File: config.mk
export PLATFORM = sky130hd
export DESIGN_NAME = wb_stage
export DESIGN_NICKNAME = d
export VERILOG_FILES = /design/src/rtl/wb_pkg.sv /design/src/rtl/wb_load_queue.sv /design/src/rtl/wb_stage.sv
export SDC_FILE = /design/constraint.sdc
export NUM_CORES = 1
export LEC_CHECK = 0
export BUFFER_PORTS_ARGS = -buffer_cell sky130_fd_sc_hd__buf_2
export CAP_MARGIN = 10
export CORE_AREA = 2 2 69 71
export CTS_BUF_LIST = sky130_fd_sc_hd__clkbuf_8
export CTS_CLUSTER_SIZE = 12
export DETAILED_ROUTE_END_ITERATION = 8
export DIE_AREA = 0 0 71 73
export GPL_TIMING_DRIVEN = 0
export PLACE_DENSITY = 0.8
export SLEW_MARGIN = 20
export SYNTH_ARGS = -nofsm -noshare
export SYNTH_HDL_FRONTEND = slang
export SYNTH_SLANG_ARGS = --single-unit
File: constraint.sdc
create_clock -name clk_i -period 2.1 [get_ports clk_i]
set_input_delay 0.105 -clock clk_i [delete_from_list [all_inputs] [get_ports clk_i]]
set_output_delay 0.105 -clock clk_i [all_outputs]
set_load 0.01 [all_outputs]
File: src/rtl/wb_pkg.sv
// rtl/wb_pkg.sv - shared types for the writeback stage
package wb_pkg;

  localparam int WB_REGI_CONT = 4;
  localparam int WB_DATA_SIZE = 8;

  typedef struct packed {
    logic [WB_REGI_CONT-1:0] wa;
    logic [WB_DATA_SIZE-1:0] wd;
  } wb_entry_t;

  typedef enum logic [1:0] {
    SRC_NONE = 2'd0,
    SRC_ALU  = 2'd1,
    SRC_LQ   = 2'd2,
    SRC_LD   = 2'd3
  } wb_src_e;

  function automatic logic addr_hit(input logic [WB_REGI_CONT-1:0] a,
                                    input logic [WB_REGI_CONT-1:0] b);
    return a == b;
  endfunction

endpackage

File: src/rtl/wb_load_queue.sv
// rtl/wb_load_queue.sv - FIFO of pending load results with per-entry wa/valid view
module wb_load_queue
  import wb_pkg::*;
#(
  parameter int  DEPTH   = 2,
  parameter int  AW      = WB_REGI_CONT,
  parameter type entry_t = wb_entry_t
) (
  input  logic                       clk,
  input  logic                       rst_n,
  input  logic                       push,
  input  entry_t                     push_data,
  input  logic                       pop,
  output entry_t                     head,
  output logic [$clog2(DEPTH):0]     count,
  output logic                       empty,
  output logic [DEPTH-1:0]           ent_valid,
  output logic [DEPTH-1:0][AW-1:0]   ent_wa
);

  localparam int PW = $clog2(DEPTH);

  entry_t             mem [DEPTH];
  logic [PW-1:0]      wr_ptr;
  logic [PW-1:0]      rd_ptr;
  logic [PW:0]        cnt;
  logic [DEPTH-1:0]   valid_q;
  logic [DEPTH-1:0]   valid_nxt;

  // Payload storage needs no reset; valid_q alone says what is live.
  always_ff @(posedge clk) begin
    if (push) mem[wr_ptr] <= push_data;
  end

  always_comb begin
    valid_nxt = valid_q;
    if (pop)  valid_nxt[rd_ptr] = 1'b0;
    if (push) valid_nxt[wr_ptr] = 1'b1;
  end

  always_ff @(posedge clk or negedge rst_n) begin
    if (!rst_n) begin
      wr_ptr  <= '0;
      rd_ptr  <= '0;
      cnt     <= '0;
      valid_q <= '0;
    end else begin
      if (push) wr_ptr <= wr_ptr + 1'b1;
      if (pop)  rd_ptr <= rd_ptr + 1'b1;
      case ({push, pop})
        2'b10:   cnt <= cnt + 1'b1;
        2'b01:   cnt <= cnt - 1'b1;
        default: cnt <= cnt;
      endcase
      valid_q <= valid_nxt;
    end
  end

  always_comb begin
    for (int i = 0; i < DEPTH; i++) begin
      ent_wa[i] = mem[i].wa;
    end
  end

  assign head      = mem[rd_ptr];
  assign count     = cnt;
  assign empty     = (cnt == '0);
  assign ent_valid = valid_q;

endmodule

File: src/rtl/wb_stage.sv
// rtl/wb_stage.sv - writeback arbiter (ALU > queued load > cut-through load),
// registered register-file write port, bypass and load-hazard stall
module wb_stage
  import wb_pkg::*;
#(
  parameter int REGI_CONT = WB_REGI_CONT,
  parameter int DATA_SIZE = WB_DATA_SIZE,
  parameter int LQ_DEPTH  = 2
) (
  input  logic                        clk_i,
  input  logic                        rst_i,
  input  logic                        alu_valid_i,
  input  logic [REGI_CONT-1:0]        alu_wa_i,
  input  logic [DATA_SIZE-1:0]        alu_wd_i,
  input  logic                        ld_valid_i,
  output logic                        ld_ready_o,
  input  logic [REGI_CONT-1:0]        ld_wa_i,
  input  logic [DATA_SIZE-1:0]        ld_wd_i,
  output logic                        we3_o,
  output logic [REGI_CONT-1:0]        wa3_o,
  output logic [DATA_SIZE-1:0]        wd3_o,
  input  logic [REGI_CONT-1:0]        ra1_i,
  input  logic [REGI_CONT-1:0]        ra2_i,
  output logic                        fwd1_hit_o,
  output logic                        fwd2_hit_o,
  output logic [DATA_SIZE-1:0]        fwd1_data_o,
  output logic [DATA_SIZE-1:0]        fwd2_data_o,
  output logic                        stall_o,
  output logic [$clog2(LQ_DEPTH):0]   lq_count_o
);

  localparam int CW = $clog2(LQ_DEPTH) + 1;

  typedef struct packed {
    logic [REGI_CONT-1:0] wa;
    logic [DATA_SIZE-1:0] wd;
  } ent_t;

  ent_t                             lq_head;
  ent_t                             ld_ent;
  ent_t                             win;
  logic [CW-1:0]                    lq_count;
  logic                             lq_empty;
  logic [LQ_DEPTH-1:0]              lq_valid;
  logic [LQ_DEPTH-1:0][REGI_CONT-1:0] lq_wa;
  logic                             ld_acc;
  logic                             lq_push;
  logic                             lq_pop;
  logic                             hazard;
  wb_src_e                          src;

  assign ld_ent = '{wa: ld_wa_i, wd: ld_wd_i};

  // Ready looks only at the current count: a same-cycle pop never opens a slot.
  assign ld_ready_o = (lq_count < CW'(LQ_DEPTH));
  assign ld_acc     = ld_valid_i && ld_ready_o;

  always_comb begin
    src = SRC_NONE;
    if (alu_valid_i)    src = SRC_ALU;
    else if (!lq_empty) src = SRC_LQ;
    else if (ld_acc)    src = SRC_LD;
  end

  always_comb begin
    win = '0;
    case (src)
      SRC_ALU: win = '{wa: alu_wa_i, wd: alu_wd_i};
      SRC_LQ:  win = lq_head;
      SRC_LD:  win = ld_ent;
      default: win = '0;
    endcase
  end

  assign lq_push = ld_acc && (src != SRC_LD);
  assign lq_pop  = (src == SRC_LQ);

  wb_load_queue #(
    .DEPTH   (LQ_DEPTH),
    .AW      (REGI_CONT),
    .entry_t (ent_t)
  ) u_lq (
    .clk       (clk_i),
    .rst_n     (rst_i),
    .push      (lq_push),
    .push_data (ld_ent),
    .pop       (lq_pop),
    .head      (lq_head),
    .count     (lq_count),
    .empty     (lq_empty),
    .ent_valid (lq_valid),
    .ent_wa    (lq_wa)
  );

  // Address/data hold their last value on idle cycles; only we3 drops.
  always_ff @(posedge clk_i or negedge rst_i) begin
    if (!rst_i) begin
      we3_o <= 1'b0;
      wa3_o <= '0;
      wd3_o <= '0;
    end else begin
      we3_o <= (src != SRC_NONE);
      if (src != SRC_NONE) begin
        wa3_o <= win.wa;
        wd3_o <= win.wd;
      end
    end
  end

  // A load pushed this cycle is already pending from decode's point of view.
  always_comb begin
    hazard = 1'b0;
    for (int i = 0; i < LQ_DEPTH; i++) begin
      if (lq_valid[i] && ((lq_wa[i] == ra1_i) || (lq_wa[i] == ra2_i))) hazard = 1'b1;
    end
    if (lq_push && ((ld_wa_i == ra1_i) || (ld_wa_i == ra2_i))) hazard = 1'b1;
  end

  assign stall_o     = hazard;
  assign fwd1_hit_o  = we3_o && (wa3_o == ra1_i);
  assign fwd2_hit_o  = we3_o && (wa3_o == ra2_i);
  assign fwd1_data_o = wd3_o;
  assign fwd2_data_o = wd3_o;
  assign lq_count_o  = lq_count;

endmodule
==> Yosys cells after proc, flatten, opt, wreduce, memory -nomap -nowiden <==
Memories as Yosys holds them, arrays and structs flattened.
Index checks and enable logic that the tools add are counted.
{ "word_totals": {"register_bits": 19, "mem_bits_rw": 24, "output_inout_bits": 35, "memories": 1} }
{ "op_classes": {"n_addsub": 4, "n_lt_le_gt_ge": 5, "eq_ne": 14, "muxes": 16, "bitwise_logic": 3, "reduce_logical": 15} }
{ "memory_table": {"columns": ["memory", "words", "word_bits", "read_ports", "rd_ports_with_merged_regs", "write_ports", "line", "rtl"], "rows": [
  ["u_lq.mem", 2, 12, 3, 0, 1, "wb_load_queue.sv:23", "entry_t mem [DEPTH];"]
]} }
{ "op_table": {"columns": ["operator", "count"], "rows": [
  ["case mux 12 bit (3 select lines)", 1],
  ["== test 4 bit", 8],
  ["two-way mux 2 bit", 5],
  ["logical AND 1 bit", 9],
  ["two-way mux 1 bit", 7],
  ["== test 2 bit, second input constant", 3],
  ["== test 2 x 1 -> 1 bit, second input constant", 2],
  ["< comparator 1 x 2 -> 1 bit, second input constant", 2],
  ["case mux 2 bit (2 select lines)", 1],
  ["nonzero test 2 bit", 2],
  ["logical OR 1 bit", 3],
  ["adder 1 bit, second input constant", 2],
  ["adder 2 x 1 -> 2 bit, second input constant", 1],
  ["bitwise AND 2 bit", 1],
  ["demux 1 bit (select 1 bit)", 2],
  [">= comparator 1 bit, second input constant", 2],
  ["zero test 2 bit", 1],
  ["< comparator 2 bit, second input constant", 1],
  ["!= test 2 bit, second input constant", 1],
  ["inverter 2 bit", 1],
  ["bitwise OR 2 bit", 1],
  ["subtractor 2 x 1 -> 2 bit, second input constant", 1]
]} }

==> Longest topological paths before layout <==
Gate-level depths: netlist of run 1.
{ "logic_depth": {"ltp_word": 9, "mapped_depth": 7, "mapped_depth_nobuf": 7} }

==> Hierarchy <==
A second synthesis of run 1 with hierarchy kept.
{ "hier_totals": {"hier_cells": 206, "area_unflattened_um2": 2408.6} }
{ "by_module_without_submodules": {"columns": ["module", "instances", "cells_each", "area_per_inst_um2", "seq_area_each_um2"], "rows": [
  ["wb_load_queue", 1, 68, 1226.2, 870.8],
  ["wb_stage", 1, 138, 1182.4, 325.3]
]} }

==> Worst setup path before layout of run 1 <==
OpenSTA, ideal clock, no wires.
{ "synth_timing": {"path_kind": "register to register", "start": "reg u_lq.cnt[1] (netlist: u_lq.count[1])", "end": "mem u_lq.mem[0][0] in the netlist's numbering, enable pin", "setup_ns": 0.380, "arrival_time_ns": 1.361, "required_time_ns": 1.720, "setup_slack_ns": 0.359, "stages_incl_launch_ff": 5, "path_buffers": 0, "synth_period_minus_slack_ns": 1.741, "cell_sequence": "dfrtp_1 > nand2b_1 > nor2_1 > inv_1 > nor2_1"} }
{ "synth_between": {"elab_chain_len": 9} }
{ "synth_lines": {"columns": ["item", "line", "rtl"], "rows": [
  ["from (decl)", "wb_load_queue.sv:26", "logic [PW:0] cnt;"],
  ["from (signal assigned)", "wb_load_queue.sv:51", "2'b10: cnt <= cnt + 1'b1;"],
  ["from (signal assigned)", "wb_load_queue.sv:52", "2'b01: cnt <= cnt - 1'b1;"],
  ["from (signal assigned)", "wb_load_queue.sv:53", "default: cnt <= cnt;"],
  ["< comparator 2 bit", "wb_stage.sv:55", "assign ld_ready_o = (lq_count < CW'(LQ_DEPTH));"],
  ["logical AND 1 bit", "wb_stage.sv:56", "assign ld_acc = ld_valid_i && ld_ready_o;"],
  ["two-way mux 2 bit", "wb_stage.sv:62", "else if (ld_acc) src = SRC_LD;"],
  ["two-way mux 2 bit", "wb_stage.sv:61", "else if (!lq_empty) src = SRC_LQ;"],
  ["two-way mux 2 bit", "wb_stage.sv:60", "if (alu_valid_i) src = SRC_ALU;"],
  ["!= test 2 bit", "wb_stage.sv:75", "assign lq_push = ld_acc && (src != SRC_LD);"],
  ["logical AND 1 bit *", "wb_stage.sv:75", null],
  ["two-way mux 1 bit *", "wb_load_queue.sv:32", "if (push) mem[wr_ptr] <= push_data;"],
  ["two-way mux 1 bit (implied by the code) *", "wb_load_queue.sv:32", null],
  ["to (decl)", "wb_load_queue.sv:23", null]
]} }
Mark *: on every way between the ends. The rest lies on a longest branch, timed or not.

==> Final worst setup path of run 1 <==
{ "layout_timing": {"start": "reg u_lq.cnt[1] (netlist: u_lq.count[1])", "end": "mem u_lq.mem[0][2] in the netlist's numbering, enable pin"} }
Same word-level chain as after synthesis.

==> flow_metrics.tcl, run 1 <==
set metrics [dict create \
    status "finished clean" \
    async_reset_ff_share_pct 44.2 \
    finalHoldViolations 0 \
    p_per_area_nw_per_um2 1190 \
    swShare_pct 35.0 \
    fill_cells 373 \
    core-area_um2 4540 \
    route.final.wire_length_mm 5.04 \
    worstSetupStartpointType "flip-flop" \
    internal_power_mw 2.15 \
    hp-class "in -> reg" \
    drt-pass1-iter-count 6 \
    ys.flop_type "edfxtp_1" \
    synth-seq-cells 43 \
    antenna_found_initial 0 \
    fp.dieW_um 71 \
    critPathArrivalTime_ns 1.85 \
    ioPinCount 71 \
    grt_pass1_wl_mm 7.89 \
    final.setup_skew_ns 0.00373 \
    fmax_ghz 0.520 \
    drv_slew 0 \
    syn-num-nets 221 \
    drive_gt1_share_pct 42.2 \
    rr_endpoint "u_lq.mem[0][2]" \
    hpwlAfterDp_mm 3.76 \
    p_leak_nw 1.25 \
    period_share_pct 91.5 \
    tightest_slew_ns 0.702 \
    setup_viol 0 \
    r2r_setup_slack_ns 0.18 \
    synth_edf_count 24 \
    nets 299 \
    seq_area_um2 1200 \
    place_area_um2 2670 \
    grt_max_degree 20 \
    criticalPathCategory "reg -> reg" \
    die-area_um2 5180 \
    num_antenna_cells 0 \
    vias 1673 \
    ctsHtreeMaxLevel 2 \
    die-height_um 73 \
    area_growth_pct 23.3 \
    drc 0 \
    r2r-start "u_lq.count[1]" \
    post-cts-setup-buffers 0 \
    drt.antenna.violating_nets 0 \
    synth_area_per_cell_um2 12.2 \
    ff2ff_path_depth 4 \
    final_area_um2 2780 \
    postSynthCellCount 184 \
    maxSlewHeadroom_pct 53.1 \
    peakVddDrop_v 0.000739 \
    clkPwrFrac_pct 16.1 \
    hold_depth 1 \
    numCtsBuffers 5 \
    netSwitchingPower_mw 1.15 \
    layout.cells.non_filler 317 \
    wl_per_cell_um 15.9 \
    gr-total-overflow 0 \
    whs_ns 0.0166 \
    fin_crit_ns 1.92 \
    clkLatencyLatePin_ns 0.29 \
    clk_pin_slew_ns 0.08 \
    whs_endpoint "u_lq.mem[1][4]" \
    synth_warnings 0 \
    first_global_vias 1668 \
    p_comb_share_pct 43.5 \
    yosysTopAreaCell "edfxtp_1" \
    ys_top_cells_by_count "xor2_1 (30), edfxtp_1 (24), dfrtp_1 (19)" \
    rows 25 \
    cts_root_buf "clkbuf_8" \
    synth_area_um2 2250 \
    placedCellCount 308 \
    drt-initial-drc-count 94 \
    maxCapViolations 0 \
    port_buffers 70 \
    synth_cell_type_count 27 \
    initial_utilization_pct 49.7 \
    fin_util_pct 61.2 \
    cp_max_fo 12 \
    multi_input_area_um2 873 \
    clock-sinks 43 \
    crit_path_end_kind "flip-flop" \
    ys_seq_area_share_pct 53.1 \
    worstPathRequired_ns 2.02 \
    synthTopCellsByArea "edfxtp_1 (32%), dfrtp_1 (21%), xor2_1 (12%)" \
    synth_top_cell_area_share_pct 32.0 \
    pwr-share-seq_pct 40.4 \
    vias_per_cell 5.28 \
    gp_congestion 0.842 \
    synth.most_common_cell "xor2_1" \
    grt_use_total_pct 20.4 \
    tritoncts "built" \
    cts_buffer_depth 2 \
    holdCritStartpoint "ld_wd_i[4]" \
    rsz0062_at_grt "no" \
]
power by group through the flow:
stage / clock, mW / sequential (mW) / combinational, mW
finish: 0.531 / 1.34 / 1.44
global route: 0.568 / 1.37 / 1.57
CTS: 0.544 / 1.34 / 1.45
detailed placement: 0 / 1.35 / 1.44
global placement: 0 / 1.34 / 1.41
floorplan: 0 / 1.36 / 0.935
layout by cell type (no fill, tap or decap), types with 7 or more instances in the layout:
cell type,n
dfrtp_1,19
a21oi_1,12
a222oi_1,11
xnor2_1,7
nor4_1,8
buf_4,16
nor2_1,17
xor2_1,30
edfxtp_1,24
buf_2,73
state kept, by name, summed over array words and instances (netlist names):
name            flops
u_lq.wr_ptr         1
u_lq.count          2
we3_o               1
u_lq.rd_ptr         1
fwd1_data_o         8
wa3_o               4
u_lq.mem           24
u_lq.ent_valid      2
cell type report:
type                       instances  area share (%)
buffer                            23            6.26
timing repair buffer              71            13.0
tap                               54            2.43
sequential                        43            43.1
clock buffer                       6            2.97
multi-input combinational        115            31.5
inverter                           3           0.406
clock inverter                     2           0.406
how the worst max path moves through the flow:
stage | from | endpoint | slack (ns) | cells after the start
after floorplan | u_lq.count[1] | u_lq.mem[0][0] | 0.36 | 4
after global placement | u_lq.count[1] | u_lq.mem[0][4] | -0.04 | 4
after detailed placement | u_lq.count[1] | u_lq.mem[0][4] | -0.14 | 4
after CTS | u_lq.count[1] | u_lq.mem[0][10] | 0.17 | 4
after global routing | u_lq.count[0] | u_lq.mem[0][11] | 0.08 | 4
final | u_lq.count[1] | u_lq.mem[0][2] | 0.18 | 4
worst max-delay path, stage by stage (launching register included):
cell and delay, ns:
dfrtp_1 0.42, nand2b_1 0.18, nor2_1 0.24, inv_1 0.15, nor2_2 0.57
cells by family after synthesis:
group / Yosys count / synth area share [%]
buffers and inverters: 26 / 8.22
AOI/OAI and AO/OA: 31 / 9.89
DFF: 43 / 53.1
muxes: 12 / 6.94
xor gates and xnor gates: 37 / 14.4
and+or+nand+nor: 34 / 6.89
adders and majority gates: 1 / 0.555
metal layers:
metal  global-route usage [%]  part of all wire (%)
met1                     24.1                    41
met2                     35.4                    51
met3                     5.25                   5.8
met4                     8.81                   2.0
met5                        0                     0
metrics by stage:
| step | worst slack [ns] | TNS [ns] | total power [mW] |
|---|---|---|---|
| after floorplan | 0.359 | 0 | 2.30 |
| after global placement | -0.0426 | -0.504 | 2.75 |
| after detailed placement | -0.142 | -1.69 | 2.79 |
| after CTS | 0.172 | 0 | 3.33 |
| after global routing | 0.0819 | 0 | 3.51 |
| final | 0.177 | 0 | 3.30 |
timing repair:
item / 4_1_cts / 5_1_grt
hold buffers: 1 / 0
gates resized for setup: 1 / 0
endpoints found under the setup margin: 12 / 0
hold endpoints to repair: 19 / 0
No activity file was read; power rests on OpenSTA's default activity.
==> run 2, diff against run 1 <==
==> constraint.sdc (replaced) <==
create_clock -name clk_i -period 2.1 [get_ports clk_i]
set_input_delay 0.105 -clock clk_i [delete_from_list [all_inputs] [get_ports clk_i]]
set_output_delay 0.105 -clock clk_i [all_outputs]
set_load 0.05 [all_outputs]
==> flow_metrics.tcl, run 2 (synthesis results as in run 1) <==
set metrics [dict create \
    status "finished clean" \
    route.final.wire_length_mm 5.16 \
    grt_pass1_wl_mm 8.22 \
    ioPinCount 71 \
    pwr-share-seq_pct 31.5 \
    drc 0 \
    drt-pass1-iter-count 4 \
    worstPathRequired_ns 2.03 \
    criticalPathCategory "reg -> reg" \
    cp_max_fo 12 \
    final.setup_skew_ns 0.00904 \
    die-height_um 73 \
    fin_crit_ns 1.92 \
    whs_ns 0.0146 \
    p_comb_share_pct 53.5 \
    largest_reg_flops 24 \
    final_cell_mix "buf_2 (73), xor2_1 (30), edfxtp_1 (24), dfrtp_1 (19), nor2_1 (17)" \
    clk_pin_slew_ns 0.08 \
    gp_congestion 0.843 \
    nets 303 \
    numCtsBuffers 5 \
    drive_gt1_share_pct 42.7 \
    hp-class "in -> reg" \
    final_area_um2 2850 \
    finalWorstSetupSlack_ns 0.181 \
    die-area_um2 5180 \
    clock-sinks 43 \
    placedCellCount 308 \
    gr-total-overflow 0 \
    port_buffers 70 \
    num_antenna_cells 0 \
    worstSetupStartpointType "flip-flop" \
    max_stage_delay_ns 0.56 \
    netSwitchingPower_mw 1.99 \
    first_global_vias 1727 \
    setup_viol 0 \
    r2r_setup_slack_ns 0.18 \
    p_per_area_nw_per_um2 1490 \
    wl_per_cell_um 16.1 \
    finalHoldViolations 0 \
    ctsHtreeMaxLevel 2 \
    grt_max_degree 20 \
    peakVddDrop_v 0.000892 \
    place_area_um2 2680 \
    maxSlewHeadroom_pct 54.4 \
    critical_path_buf_inv_count 1 \
    cts_root_buf "clkbuf_8" \
    cts_buffer_depth 2 \
    tightest_slew_ns 0.684 \
    hpwlAfterDp_mm 3.79 \
    fp.dieW_um 71 \
    finalSetupTns_ns 0 \
    vias 1731 \
    swShare_pct 46.9 \
    fmax_ghz 0.521 \
    layout.cells.non_filler 321 \
    rows 25 \
    cpMaxStageDelayCell "nor2_2" \
    area_growth_pct 26.4 \
    clkPwrFrac_pct 15.0 \
    tritoncts "built" \
    maxCapViolations 0 \
    crit_family "simple AND/OR/NAND/NOR gates" \
    place_ws_ns -0.139 \
    rsz0062_at_grt "no" \
    antenna_found_initial 0 \
    clkLatencyLatePin_ns 0.30 \
    post-cts-setup-buffers 0 \
    grt_use_total_pct 21.3 \
    final_common_cell "buf_2" \
    vias_per_cell 5.39 \
    drv_slew 0 \
    top_register "u_lq.mem" \
    initial_utilization_pct 49.7 \
    crit_path_end_kind "flip-flop" \
    p_leak_nw 1.28 \
    internal_power_mw 2.25 \
    core-area_um2 4540 \
    finalPower_mw 4.24 \
    drt-initial-drc-count 111 \
    period_share_pct 91.4 \
    drt.antenna.violating_nets 0 \
    worstPathCellList "nand2b_1 -> nor2_1 -> inv_1 -> nor2_2" \
    critPathArrivalTime_ns 1.85 \
    fin_util_pct 62.8 \
]
[run 2: worst paths after layout]
path,from,end,cells past startpoint
max,u_lq.count[1],u_lq.mem[0][0],4
min,ld_wd_i[5],u_lq.mem[0][5],1
max reg2reg,u_lq.count[1],u_lq.mem[0][0],4
min reg2reg,u_lq.ent_valid[1],u_lq.ent_valid[1],1
max in group asynchronous,rst_i,u_lq.wr_ptr,2
min in group asynchronous,rst_i,fwd1_data_o[1],2
[run 2: power by group through the flow]
stage / registers (mW) / logic (mW) / clock network, mW
6_report: 1.34 / 2.27 / 0.637
5_1_grt: 1.37 / 2.39 / 0.697
4_1_cts: 1.33 / 2.27 / 0.654
3_5_place_dp: 1.35 / 2.26 / 0
3_3_place_gp: 1.34 / 2.22 / 0
2_1_floorplan: 1.71 / 1.40 / 0
[run 2: final cells by class]
class / instances / area [µm²]
plain buffers: 23 / 174
clock buffers: 5 / 68.8
clock inverters: 3 / 43.8
fillers: 375 / 1690
inverters: 3 / 11.3
multi-input cells: 115 / 886
flip-flops and latches: 43 / 1200
well taps: 54 / 67.6
repair buffers: 75 / 400
[run 2: timing repair]
item / CTS / global route
endpoints found under the hold margin: 21 / 5
hold buffers: 2 / 3
setup endpoints to repair: 12 / 0
gates resized for setup: 1 / 0
[run 2: worst register-to-register path: stages, from the launching register on]
cell	delay (ns)
dfrtp_1	0.43
nand2b_1	0.18
nor2_1	0.23
inv_1	0.16
nor2_2	0.56
[run 2: metal layers]
metal,global-route usage (%),vias up,wire [µm]
met4,10.3,0,91
met2,35.4,67,2590
met3,4.56,8,281
met5,0,-,0
li1,-,818,-
met1,26.8,838,2200
==> run 3, diff against run 2 <==
--- a/config.mk
+++ b/config.mk
@@ -7,13 +7,15 @@
 export LEC_CHECK = 0
 export BUFFER_PORTS_ARGS = -buffer_cell sky130_fd_sc_hd__buf_2
 export CAP_MARGIN = 10
-export CORE_AREA = 2 2 69 71
+export CELL_PAD_IN_SITES_DETAIL_PLACEMENT = 0
+export CELL_PAD_IN_SITES_GLOBAL_PLACEMENT = 2
+export CORE_AREA = 2 2 86 88
 export CTS_BUF_LIST = sky130_fd_sc_hd__clkbuf_8
 export CTS_CLUSTER_SIZE = 12
 export DETAILED_ROUTE_END_ITERATION = 8
-export DIE_AREA = 0 0 71 73
+export DIE_AREA = 0 0 88 90
 export GPL_TIMING_DRIVEN = 0
-export PLACE_DENSITY = 0.8
+export PLACE_DENSITY_LB_ADDON = 0.1
 export SLEW_MARGIN = 20
 export SYNTH_ARGS = -nofsm -noshare
 export SYNTH_HDL_FRONTEND = slang
==> flow_metrics.tcl, run 3 (synthesis results as in run 1) <==
set metrics [dict create \
    status "finished clean" \
    whs_endpoint "u_lq.mem[0][7]" \
    clock-sinks 43 \
    cts_buffer_depth 2 \
    pwr-share-seq_pct 32.5 \
    peakVddDrop_v 0.000781 \
    gr-total-overflow 0 \
    drt-pass1-iter-count 5 \
    port_buffers 70 \
    ff2ff_path_depth 4 \
    holdCritStartpoint "ld_wd_i[7]" \
    r2r_setup_slack_ns 0.18 \
    num_antenna_cells 0 \
    clkLatencyLatePin_ns 0.29 \
    rr_endpoint "u_lq.mem[0][5]" \
    p_comb_share_pct 55.0 \
    top_register "u_lq.mem" \
    die-area_um2 7920 \
    p_per_area_nw_per_um2 1440 \
    gp_congestion 0.715 \
    drt.antenna.violating_nets 0 \
    finalHoldViolations 0 \
    antenna_found_initial 0 \
    drt-initial-drc-count 98 \
    initial_utilization_pct 32.1 \
    maxCapViolations 0 \
    vias_per_cell 4.65 \
    grt_use_total_pct 15.0 \
    nets 299 \
    clk_pin_slew_ns 0.08 \
    hpwlAfterDp_mm 4.09 \
    p_leak_nw 1.25 \
    setup_viol 0 \
    r2r-start "u_lq.count[1]" \
    place_area_um2 2740 \
    fp.dieW_um 88 \
    hold_depth 1 \
    finalWorstSetupSlack_ns 0.180 \
    largest_reg_flops 24 \
    cp_max_fo 12 \
    place_ws_ns 0.162 \
    drv_slew 0 \
    clkPwrFrac_pct 12.4 \
    worstPathRequired_ns 2.03 \
    internal_power_mw 2.12 \
    final_cell_mix "buf_2 (73), xor2_1 (30), edfxtp_1 (24), dfrtp_1 (19), nor2_1 (17)" \
    maxSlewHeadroom_pct 52.1 \
    core-area_um2 7020 \
    worstSetupStartpointType "flip-flop" \
    period_share_pct 91.4 \
    fin_util_pct 40.4 \
    final_area_um2 2840 \
    netSwitchingPower_mw 1.97 \
    crit_path_end_kind "flip-flop" \
    critPathArrivalTime_ns 1.85 \
    numCtsBuffers 5 \
    drive_gt1_share_pct 43.0 \
    rsz0062_at_grt "no" \
    multi_input_area_um2 886 \
    crit_start "u_lq.count[1]" \
    die-height_um 90 \
    grt_pass1_wl_mm 8.90 \
    tightest_slew_ns 0.717 \
    fin_crit_ns 1.92 \
    wl_per_cell_um 15.8 \
    ioPinCount 71 \
    cts_root_buf "clkbuf_8" \
    finalSetupTns_ns 0 \
    swShare_pct 48.2 \
    grt_max_degree 20 \
    area_growth_pct 25.9 \
    ctsHtreeMaxLevel 2 \
    route.final.wire_length_mm 5.73 \
    fill_cells 690 \
    rows 31 \
    first_global_vias 1643 \
    seq_area_um2 1200 \
    finalPower_mw 4.09 \
    vias 1682 \
    final.setup_skew_ns 0.00369 \
    hp-class "in -> reg" \
    tritoncts "built" \
    final_common_cell "buf_2" \
    fmax_ghz 0.521 \
    criticalPathCategory "reg -> reg" \
    drc 0 \
]
## run 3: how the worst max path moves through the flow
stage / end / slack [ns]
final: u_lq.mem[0][5] / 0.18
after global routing: u_lq.mem[0][10] / 0.05
after CTS: u_lq.mem[0][10] / 0.14
after detailed placement: u_lq.mem[0][2] / 0.16
after global placement: u_lq.mem[0][2] / -0.21
after floorplan: u_lq.mem[0][0] / 0.11
## run 3: critical path: stages, from the launching register on
cell and delay [ns]:
dfrtp_1 0.43, nand2b_1 0.18, nor2_1 0.22, inv_1 0.15
nor2_2 0.57
## run 3: cell type report
type,instances,share of cell area [%]
timing repair buffer,71,12.7
sequential,43,42.2
tap,99,4.37
clock buffer,5,2.43
buffer,23,6.13
inverter,3,0.397
multi-input combinational,115,31.2
clock inverter,3,0.573
## run 3: per-layer routing
metal	GRT usage [%]	routed length, µm	vias up
met5	0	0	-
met4	3.85	30	0
met3	3.49	449	2
met2	23.4	2690	71
met1	20.8	2560	802
li1	-	-	807
## run 3: power groups by stage
stage          sequential [mW]  clock [mW]  combinational (mW)
6_report                  1.33       0.509                2.25
2_1_floorplan             1.71           0                1.40
3_5_place_dp              1.35           0                2.27
4_1_cts                   1.33       0.528                2.28
5_1_grt                   1.37       0.563                2.38
3_3_place_gp              1.35           0                2.26
## run 3: metrics by stage
| step | std cells | hold WS, ns |
|---|---|---|
| final | 362 | 0.00707 |
| after detailed placement | 353 | 0.101 |
| after CTS | 362 | 0.00219 |
| after floorplan | 184 | -0.191 |
| after global placement | 353 | 0.105 |
| after global routing | 362 | 0.00171 |
## run 3: what timing repair did
action                    CTS  global route
buffers inserted            0             0
gates resized for setup     0             0
hold endpoints to repair   19             0
hold buffers                1             0
